--- src/rtl/axisv_pkg.sv ---
// Shared types and raster-timing helpers for the AXIS video output blocks.
package axisv_pkg;

  localparam int CNT_W = 12;

  typedef enum logic [1:0] {
    ST_RESYNC = 2'd0,
    ST_ARMED  = 2'd1,
    ST_RUN    = 2'd2
  } state_e;

  typedef struct packed {
    logic [CNT_W-1:0] total;
    logic [CNT_W-1:0] sync_start;
    logic [CNT_W-1:0] sync_end;
  } axis_timing_t;

  // Region order on each axis: active, front porch, sync, back porch.
  function automatic axis_timing_t calc_timing(input int pixels, input int front,
                                               input int sync, input int back);
    axis_timing_t t;
    t.sync_start = CNT_W'(pixels + front);
    t.sync_end   = CNT_W'(pixels + front + sync);
    t.total      = CNT_W'(pixels + front + sync + back);
    return t;
  endfunction

endpackage

--- src/rtl/axisv_timing_gen.sv ---
// Free-running raster timing: h/v counters with active, sync and frame-end flags.
module axisv_timing_gen
  import axisv_pkg::*;
#(
  parameter int H_PIXEL_COUNT = 4,
  parameter int V_PIXEL_COUNT = 20,
  parameter int H_FRONT       = 1,
  parameter int H_SYNC        = 2,
  parameter int H_BACK        = 1,
  parameter int V_FRONT       = 1,
  parameter int V_SYNC        = 1,
  parameter int V_BACK        = 1
) (
  input  logic             clk_i,
  input  logic             rst_i,
  output logic [CNT_W-1:0] h_cnt_o,
  output logic [CNT_W-1:0] v_cnt_o,
  output logic             active_o,
  output logic             hsync_o,
  output logic             vsync_o,
  output logic             frame_end_o
);

  localparam axis_timing_t HT = calc_timing(H_PIXEL_COUNT, H_FRONT, H_SYNC, H_BACK);
  localparam axis_timing_t VT = calc_timing(V_PIXEL_COUNT, V_FRONT, V_SYNC, V_BACK);
  localparam logic [CNT_W-1:0] H_LAST = HT.total - CNT_W'(1);
  localparam logic [CNT_W-1:0] V_LAST = VT.total - CNT_W'(1);
  localparam logic [CNT_W-1:0] H_ACT  = CNT_W'(H_PIXEL_COUNT);
  localparam logic [CNT_W-1:0] V_ACT  = CNT_W'(V_PIXEL_COUNT);

  logic [CNT_W-1:0] h_cnt_q, h_cnt_d;
  logic [CNT_W-1:0] v_cnt_q, v_cnt_d;
  logic             h_last;
  logic             v_last;

  assign h_last = (h_cnt_q == H_LAST);
  assign v_last = (v_cnt_q == V_LAST);

  always_comb begin
    h_cnt_d = h_last ? '0 : h_cnt_q + CNT_W'(1);
    v_cnt_d = v_cnt_q;
    if (h_last) begin
      v_cnt_d = v_last ? '0 : v_cnt_q + CNT_W'(1);
    end
  end

  always_ff @(posedge clk_i) begin
    if (rst_i) begin
      h_cnt_q <= '0;
      v_cnt_q <= '0;
    end else begin
      h_cnt_q <= h_cnt_d;
      v_cnt_q <= v_cnt_d;
    end
  end

  assign h_cnt_o     = h_cnt_q;
  assign v_cnt_o     = v_cnt_q;
  assign active_o    = (h_cnt_q < H_ACT) && (v_cnt_q < V_ACT);
  assign hsync_o     = (h_cnt_q >= HT.sync_start) && (h_cnt_q < HT.sync_end);
  assign vsync_o     = (v_cnt_q >= VT.sync_start) && (v_cnt_q < VT.sync_end);
  assign frame_end_o = h_last && v_last;

endmodule

--- src/rtl/axisv_lcd_sink.sv ---
// AXI4-Stream video slave driving a parallel RGB LCD; locks stream framing to the raster.
module axisv_lcd_sink
  import axisv_pkg::*;
#(
  parameter int H_PIXEL_COUNT = 4,
  parameter int V_PIXEL_COUNT = 20,
  parameter int H_FRONT       = 1,
  parameter int H_SYNC        = 2,
  parameter int H_BACK        = 1,
  parameter int V_FRONT       = 1,
  parameter int V_SYNC        = 1,
  parameter int V_BACK        = 1,
  parameter int DATA_WIDTH    = 18
) (
  input  logic                  aclk_i,
  input  logic                  rst_i,
  input  logic [DATA_WIDTH-1:0] s_axis_tdata,
  input  logic                  s_axis_tvalid,
  output logic                  s_axis_tready,
  input  logic                  s_axis_tlast,
  input  logic                  s_axis_tuser,
  output logic [DATA_WIDTH-1:0] lcd_data_o,
  output logic                  lcd_de_o,
  output logic                  lcd_hsync_o,
  output logic                  lcd_vsync_o,
  output logic                  locked_o,
  output logic                  underflow_o,
  output logic                  sync_err_o
);

  // Handshake: a beat transfers on a rising aclk_i edge where tvalid && tready;
  // tready depends only on registered state/counters, never on tvalid.

  localparam logic [CNT_W-1:0] H_LAST_PIX = CNT_W'(H_PIXEL_COUNT - 1);
  localparam logic [CNT_W-1:0] V_LAST_PIX = CNT_W'(V_PIXEL_COUNT - 1);

  logic [CNT_W-1:0] h_cnt;
  logic [CNT_W-1:0] v_cnt;
  logic             active;
  logic             hsync;
  logic             vsync;
  logic             frame_end;

  axisv_timing_gen #(
    .H_PIXEL_COUNT (H_PIXEL_COUNT),
    .V_PIXEL_COUNT (V_PIXEL_COUNT),
    .H_FRONT       (H_FRONT),
    .H_SYNC        (H_SYNC),
    .H_BACK        (H_BACK),
    .V_FRONT       (V_FRONT),
    .V_SYNC        (V_SYNC),
    .V_BACK        (V_BACK)
  ) u_timing (
    .clk_i       (aclk_i),
    .rst_i       (rst_i),
    .h_cnt_o     (h_cnt),
    .v_cnt_o     (v_cnt),
    .active_o    (active),
    .hsync_o     (hsync),
    .vsync_o     (vsync),
    .frame_end_o (frame_end)
  );

  state_e                state_q, state_d;
  logic [DATA_WIDTH-1:0] data_q, data_d;
  logic                  de_q, de_d;
  logic                  hsync_q;
  logic                  vsync_q;
  logic                  locked_q;
  logic                  underflow_q, underflow_d;
  logic                  sync_err_q, sync_err_d;
  logic                  accept;
  logic                  tlast_exp;
  logic                  tuser_exp;

  assign s_axis_tready = !rst_i && ((state_q == ST_RESYNC) ||
                                    ((state_q == ST_RUN) && active));
  assign accept    = s_axis_tvalid && s_axis_tready;
  assign tlast_exp = (h_cnt == H_LAST_PIX);
  assign tuser_exp = tlast_exp && (v_cnt == V_LAST_PIX);

  always_comb begin
    state_d     = state_q;
    data_d      = '0;
    de_d        = 1'b0;
    underflow_d = 1'b0;
    sync_err_d  = 1'b0;
    case (state_q)
      ST_RESYNC: begin
        if (accept && s_axis_tuser) state_d = ST_ARMED;
      end
      ST_ARMED: begin
        if (frame_end) state_d = ST_RUN;
      end
      ST_RUN: begin
        if (active) begin
          de_d = 1'b1;
          if (accept) begin
            // A misframed pixel is still shown; only the lock is dropped.
            data_d = s_axis_tdata;
            if ((s_axis_tlast != tlast_exp) || (s_axis_tuser != tuser_exp)) begin
              sync_err_d = 1'b1;
              state_d    = ST_RESYNC;
            end
          end else begin
            underflow_d = 1'b1;
            state_d     = ST_RESYNC;
          end
        end
      end
      default: state_d = ST_RESYNC;
    endcase
  end

  always_ff @(posedge aclk_i) begin
    if (rst_i) begin
      state_q     <= ST_RESYNC;
      data_q      <= '0;
      de_q        <= 1'b0;
      hsync_q     <= 1'b0;
      vsync_q     <= 1'b0;
      locked_q    <= 1'b0;
      underflow_q <= 1'b0;
      sync_err_q  <= 1'b0;
    end else begin
      state_q     <= state_d;
      data_q      <= data_d;
      de_q        <= de_d;
      hsync_q     <= hsync;
      vsync_q     <= vsync;
      locked_q    <= (state_q == ST_RUN);
      underflow_q <= underflow_d;
      sync_err_q  <= sync_err_d;
    end
  end

  assign lcd_data_o  = data_q;
  assign lcd_de_o    = de_q;
  assign lcd_hsync_o = hsync_q;
  assign lcd_vsync_o = vsync_q;
  assign locked_o    = locked_q;
  assign underflow_o = underflow_q;
  assign sync_err_o  = sync_err_q;

endmodule

--- config.mk ---
export PLATFORM = sky130hd
export DESIGN_NAME = axisv_lcd_sink
export DESIGN_NICKNAME = d
export VERILOG_FILES = /design/src/rtl/axisv_pkg.sv /design/src/rtl/axisv_timing_gen.sv /design/src/rtl/axisv_lcd_sink.sv
export SDC_FILE = /design/constraint.sdc
export NUM_CORES = 1
export LEC_CHECK = 0
export CAP_MARGIN = 20
export CORE_ASPECT_RATIO = 0.6
export CORE_MARGIN = 5
export CORE_UTILIZATION = 53
export CTS_CLUSTER_SIZE = 12
export DETAILED_ROUTE_END_ITERATION = 6
export GPL_ROUTABILITY_DRIVEN = 0
export MAX_ROUTING_LAYER = met4
export PLACE_DENSITY = 0.84
export SLEW_MARGIN = 10
export SYNTH_ARGS = -nofsm -noshare
export SYNTH_HDL_FRONTEND = slang
export SYNTH_SLANG_ARGS = --single-unit
--- constraint.sdc ---
create_clock -name aclk_i -period 4.3 [get_ports aclk_i]
set_input_delay 0.86 -clock aclk_i [delete_from_list [all_inputs] [get_ports aclk_i]]
set_output_delay 0.86 -clock aclk_i [all_outputs]
set_load 0.1 [all_outputs]
## Word level (Yosys, flattened, before mapping)

Cells that the tools add are included.

- Register bits after elaboration: 50
- Output and inout bits: 25
- Logic and storage cells: 61

- Add/sub/neg operators: 2
- Order comparisons: 6
- Eq/ne operators: 12
- Muxes and demuxes: 10
- Bitwise operators: 3
- Reduce and logical (&&, ||, !) cells: 18

Operators by type and width:

| cell | count |
|---|---|
| adder 12 x 1 -> 12 bit (second input constant) | 2 |
| == test 12 x 5 -> 1 bit (second input constant) | 2 |
| < comparator 12 x 3 -> 1 bit (second input constant) | 2 |
| < comparator 12 x 5 -> 1 bit (second input constant) | 2 |
| == test 12 x 2 -> 1 bit (second input constant) | 1 |
| == test 12 x 3 -> 1 bit (second input constant) | 1 |
| >= comparator 12 x 3 -> 1 bit (second input constant) | 1 |
| >= comparator 12 x 5 -> 1 bit (second input constant) | 1 |
| two-way mux 12 bit | 1 |
| two-way mux 2 bit | 5 |
| logical AND 1 bit | 9 |
| case mux 2 bit (3 select lines) | 1 |
| != test 2 bit (second input constant) | 2 |
| AND reduction 4 bit | 1 |
| OR reduction 2 bit | 2 |
| OR reduction 4 bit | 1 |
| two-way mux 1 bit | 3 |
| != test 3 x 2 -> 1 bit (second input constant) | 1 |
| inverter 1 bit | 3 |
| OR reduction 3 bit | 1 |
| == test 2 x 1 -> 1 bit (second input constant) | 1 |
| == test 2 bit (second input constant) | 1 |
| logical NOT 2 bit | 1 |
| logical OR 1 bit | 2 |
| other kinds (3) | 4 |

## Depth between registers and ports, before layout

- Word-level depth: 9
- Mapped depth: 7

## By module

From an unflattened synthesis, not the netlist that was laid out.

- Cell total of the unflattened synthesis: 236
- Area, all modules: 2,184.6 um^2

By module, submodules not included:

| module | instances | cells each | area an instance (um^2) | sequential area each (um^2) |
|---|---|---|---|---|
| axisv_timing_gen | 1 | 155 | 1,298.7 | 480.5 |
| axisv_lcd_sink | 1 | 81 | 885.8 | 520.5 |

## Worst setup path after synthesis

No wires, ideal clock.

- Kind: reg2out
- Start point: register u_timing.v_cnt_q[7], in the netlist u_timing.v_cnt_o[7]
- End point: output port s_axis_tready
- Data arrival time: 3.178 ns
- Required time: 3.440 ns
- Setup slack: 0.262 ns
- Cell stages (with the launch flop): 5
- Path buffers: 0
- Path through: dfxtp_1 -> nor4_1 -> nand3_1 -> o21a_1 -> nor3_1

- Cells in the longest elaborated chain, start to end: 5

Ends and longest elaborated chain:

| what | RTL line | RTL |
|---|---|---|
| start, declared | axisv_timing_gen.sv:32 | `logic [CNT_W-1:0] v_cnt_q, v_cnt_d;` |
| start signal, assigned | axisv_timing_gen.sv:53 | `v_cnt_q <= v_cnt_d;` |
| < comparator 12 x 5 -> 1 bit | axisv_timing_gen.sv:59 | `assign active_o = (h_cnt_q < H_ACT) && (v_cnt_q < V_ACT);` |
| logical AND 1 bit | axisv_timing_gen.sv:59 |  |
| logical AND 1 bit | axisv_lcd_sink.sv:77 | `((state_q == ST_RUN) && active));` |
| logical OR 1 bit | axisv_lcd_sink.sv:76 | `assign s_axis_tready = !rst_i && ((state_q == ST_RESYNC) \|\|` |
| logical AND 1 bit | axisv_lcd_sink.sv:76 |  |
| end, declared | axisv_lcd_sink.sv:19 | `output logic s_axis_tready,` |

Every way passes these cells.

## Final worst setup path

Ends and elaborated chain as after synthesis.

==> metrics.cfg <==
[logic_synthesis]
synthCells=220
syn_avg_cell_area_um2=9.33
yosysWarningCount=0
synth_top_family_by_area=simple AND/OR/NAND/NOR gates
synth_compound_area_share_pct=3.72
yosysTopAreaCellShare_pct=48.8
syn_area_um2=2050
synth_edf_count=0
synth-seq-cells=50
synth_cell_type_count=39
synth_flop_cell=dfxtp_1
synth_async_sr_flop_share_pct=0
synth_nets=249
synth_mux_area_share_pct=0
synthTopCellsByCount=dfxtp_1, nor2_1, and3_1, inv_1, nand2_1
synthTopCellsByArea=dfxtp_1, and3_1, nor2_1
yosys.cell_count.top_type=dfxtp_1
seq_area_frac_synth_pct=48.8
synth-xor-area-share_pct=8.53
synth-simple-area-share_pct=30.8
yosys.area.top_type=dfxtp_1
synthAdderAreaFrac_pct=3.66

[cts]
cts_root_buffer=clkbuf_8
clock_path_buffers=2
cts_hold_buf=0
path_clk_slew_ns=0.09
cts_setup_buffers=0
clock_latency_ns=0.30
cts_tree=done
ctsResizeCount=0
tritoncts_num_sinks=50
cts_made_buffers=5
h-tree-depth=2

[worst_setup_path]
critPathMaxStageDelay_ns=0.57
cp-end-kind=output pin
cp_data_arrival_time_ns=2.24
cp-start-kind=flip-flop
crit_path_top_delay_cell=nor4_1
r2r_cells=5
path_class=reg -> out
critPathMaxFanout=5
required_ns=3.44
crit_chain=nor4_1 > nand3_1 > o21a_1 > nor3_1 > buf_4

[sta]
setup_violations=0
post-route-period-util_pct=72.1
maxSlewHeadroom_pct=32.4
worst_pin_slew_ns=1.01
max_freq_mhz=322
fin_crit_ns=3.10
finClkSkew_ns=0.00895
tns_ns=0
rsz0062_at_grt=false
hold_viol_final=0
maxSlewViolCount=0

[route]
routed_wl_um=4440
routed_via_density=5.37
postRouteAntennaNets=0
post-route-drc-count=0
wl_met1_um=2180
wl_met3_um=382
wl_per_cell_um=14.1
route.vias.total=1693
first_pass_iters=4
top_layer=met4
drtIter0Drc=130
route.met2.wl_um=1840

[global_route]
grt_max_degree=22
grt_pass1_wl_um=7300
grt_usage_pct=17.9
grt_pass1_vias=1572
grt-ovfl-total=0
antenna_found_initial=0

[power]
power.total_w=0.000854
p_leak_nw=1.04
power_density_nw_per_um2=322
peakVddDrop_mv=0.238

[die]
io_pins=48
floorplan.die_area_um2=5260
die_h_um=58.2
rows=17
die_w_um=90.4
coreArea_um2=3700
start_util_pct=55.5

[min_path]
hold-path-cell-count=1
hold_class=reg -> reg

[cells_and_area]
fillers=281
drive_above_1_share_pct=6.34
layout.nets=296
syn_to_final_growth_pct=29.4
antenna_cells=0
multi_input_area_um2=960
layout.area.seq_um2=1000

[place]
portBuffers=47
place_hpwl_um=3410

[outcome]
status=finished clean

[run]
max_cap_violations=0

[cell type report]
type                            instances  share of cell area (%)
Inverter                               12                    1.70
Multi-Input combinational cell        150                    36.1
Timing Repair Buffer                   48                    17.9
Clock inverter                          3                    1.79
Sequential cell                        50                    37.7
Clock buffer                            5                    2.59
Tap cell                               47                    2.21
[logic make-up (layout without fill, tap and decap cells)]
group	count (synthesis)	in the layout
flip-flops	50	50
AO/OA/AOI/OAI	12	12
adder cells (fa/ha/maj)	6	6
buffers and inverters	20	68
AND/OR/NAND/NOR	112	112
XOR/XNOR	20	20
[final timing paths]
path | from | slack (ns) | endpoint
max | u_timing.v_cnt_o[7] | 1.20 | s_axis_tready
min reg2reg | u_timing.h_cnt_o[0] | 0.50 | u_timing.h_cnt_o[0]
max reg2reg | u_timing.v_cnt_o[7] | 2.30 | u_timing.v_cnt_o[6]
min | u_timing.h_cnt_o[0] | 0.50 | u_timing.h_cnt_o[0]
[metal layers]
metal | vias up | GRT usage, %
met2 | 64 | 24.8
met1 | 774 | 24.6
met3 | 6 | 6.36
li1 | 849 | -
met5 | - | -
met4 | 0 | 4.88
[power breakdown]
part / internal (W) / switching, W / leakage, nW
registers: 0.000466 / 0.00000371 / 0.403
clock network: 0.000177 / 0.000158 / 0.0591
logic: 0.0000256 / 0.0000237 / 0.578
total: 0.000669 / 0.000185 / 1.04
[per-stage QoR]
step / cell area (um^2) / setup WS (ns) / utilization (%) / std cells / hold slack (ns)
finish: 2660 / 1.20 / 71.8 / 315 / 0.497
global route: 2660 / 1.02 / 71.8 / 315 / 0.539
CTS: 2660 / 1.24 / 71.8 / 315 / 0.497
detailed placement: 2540 / 1.41 / 68.6 / 307 / 0.474
global placement: 2540 / 1.42 / 68.6 / 307 / 0.459
floorplan: 2050 / 0.262 / - / 220 / 0.437
[layout by cell type (no fill, tap or decap), types with 2 or more instances in the layout]
cell type / instances
nor2_1: 29
nand4_1: 6
nor3_1: 10
clkdlybuf4s50_1: 46
a21oi_1: 4
o21ai_0: 2
buf_4: 2
nand2b_1: 4
nand3_1: 7
clkbuf_8: 5
and4_1: 2
xor2_1: 9
dfxtp_1: 50
ha_1: 6
inv_1: 12
inv_6: 2
nand2_1: 12
and3_1: 21
xnor2_1: 11
nor4_1: 7
[worst max-delay path, delay by kind of cell (launching register included)]
family / cells / cell delay, ns
and+or+nand+nor: 3 / 1.00
DFF: 1 / 0.36
buffers and inverters: 1 / 0.33
AOI/OAI and AO/OA: 1 / 0.26
[registers in the layout, summed over array words and instances, names as in the netlist]
name,count
lcd_hsync_o,1
u_timing.h_cnt_o,12
underflow_o,1
lcd_data_o,18
sync_err_o,1
u_timing.v_cnt_o,12
lcd_vsync_o,1
lcd_de_o,1
state_q,2
locked_o,1
No activity file was read; power rests on OpenSTA's default activity.
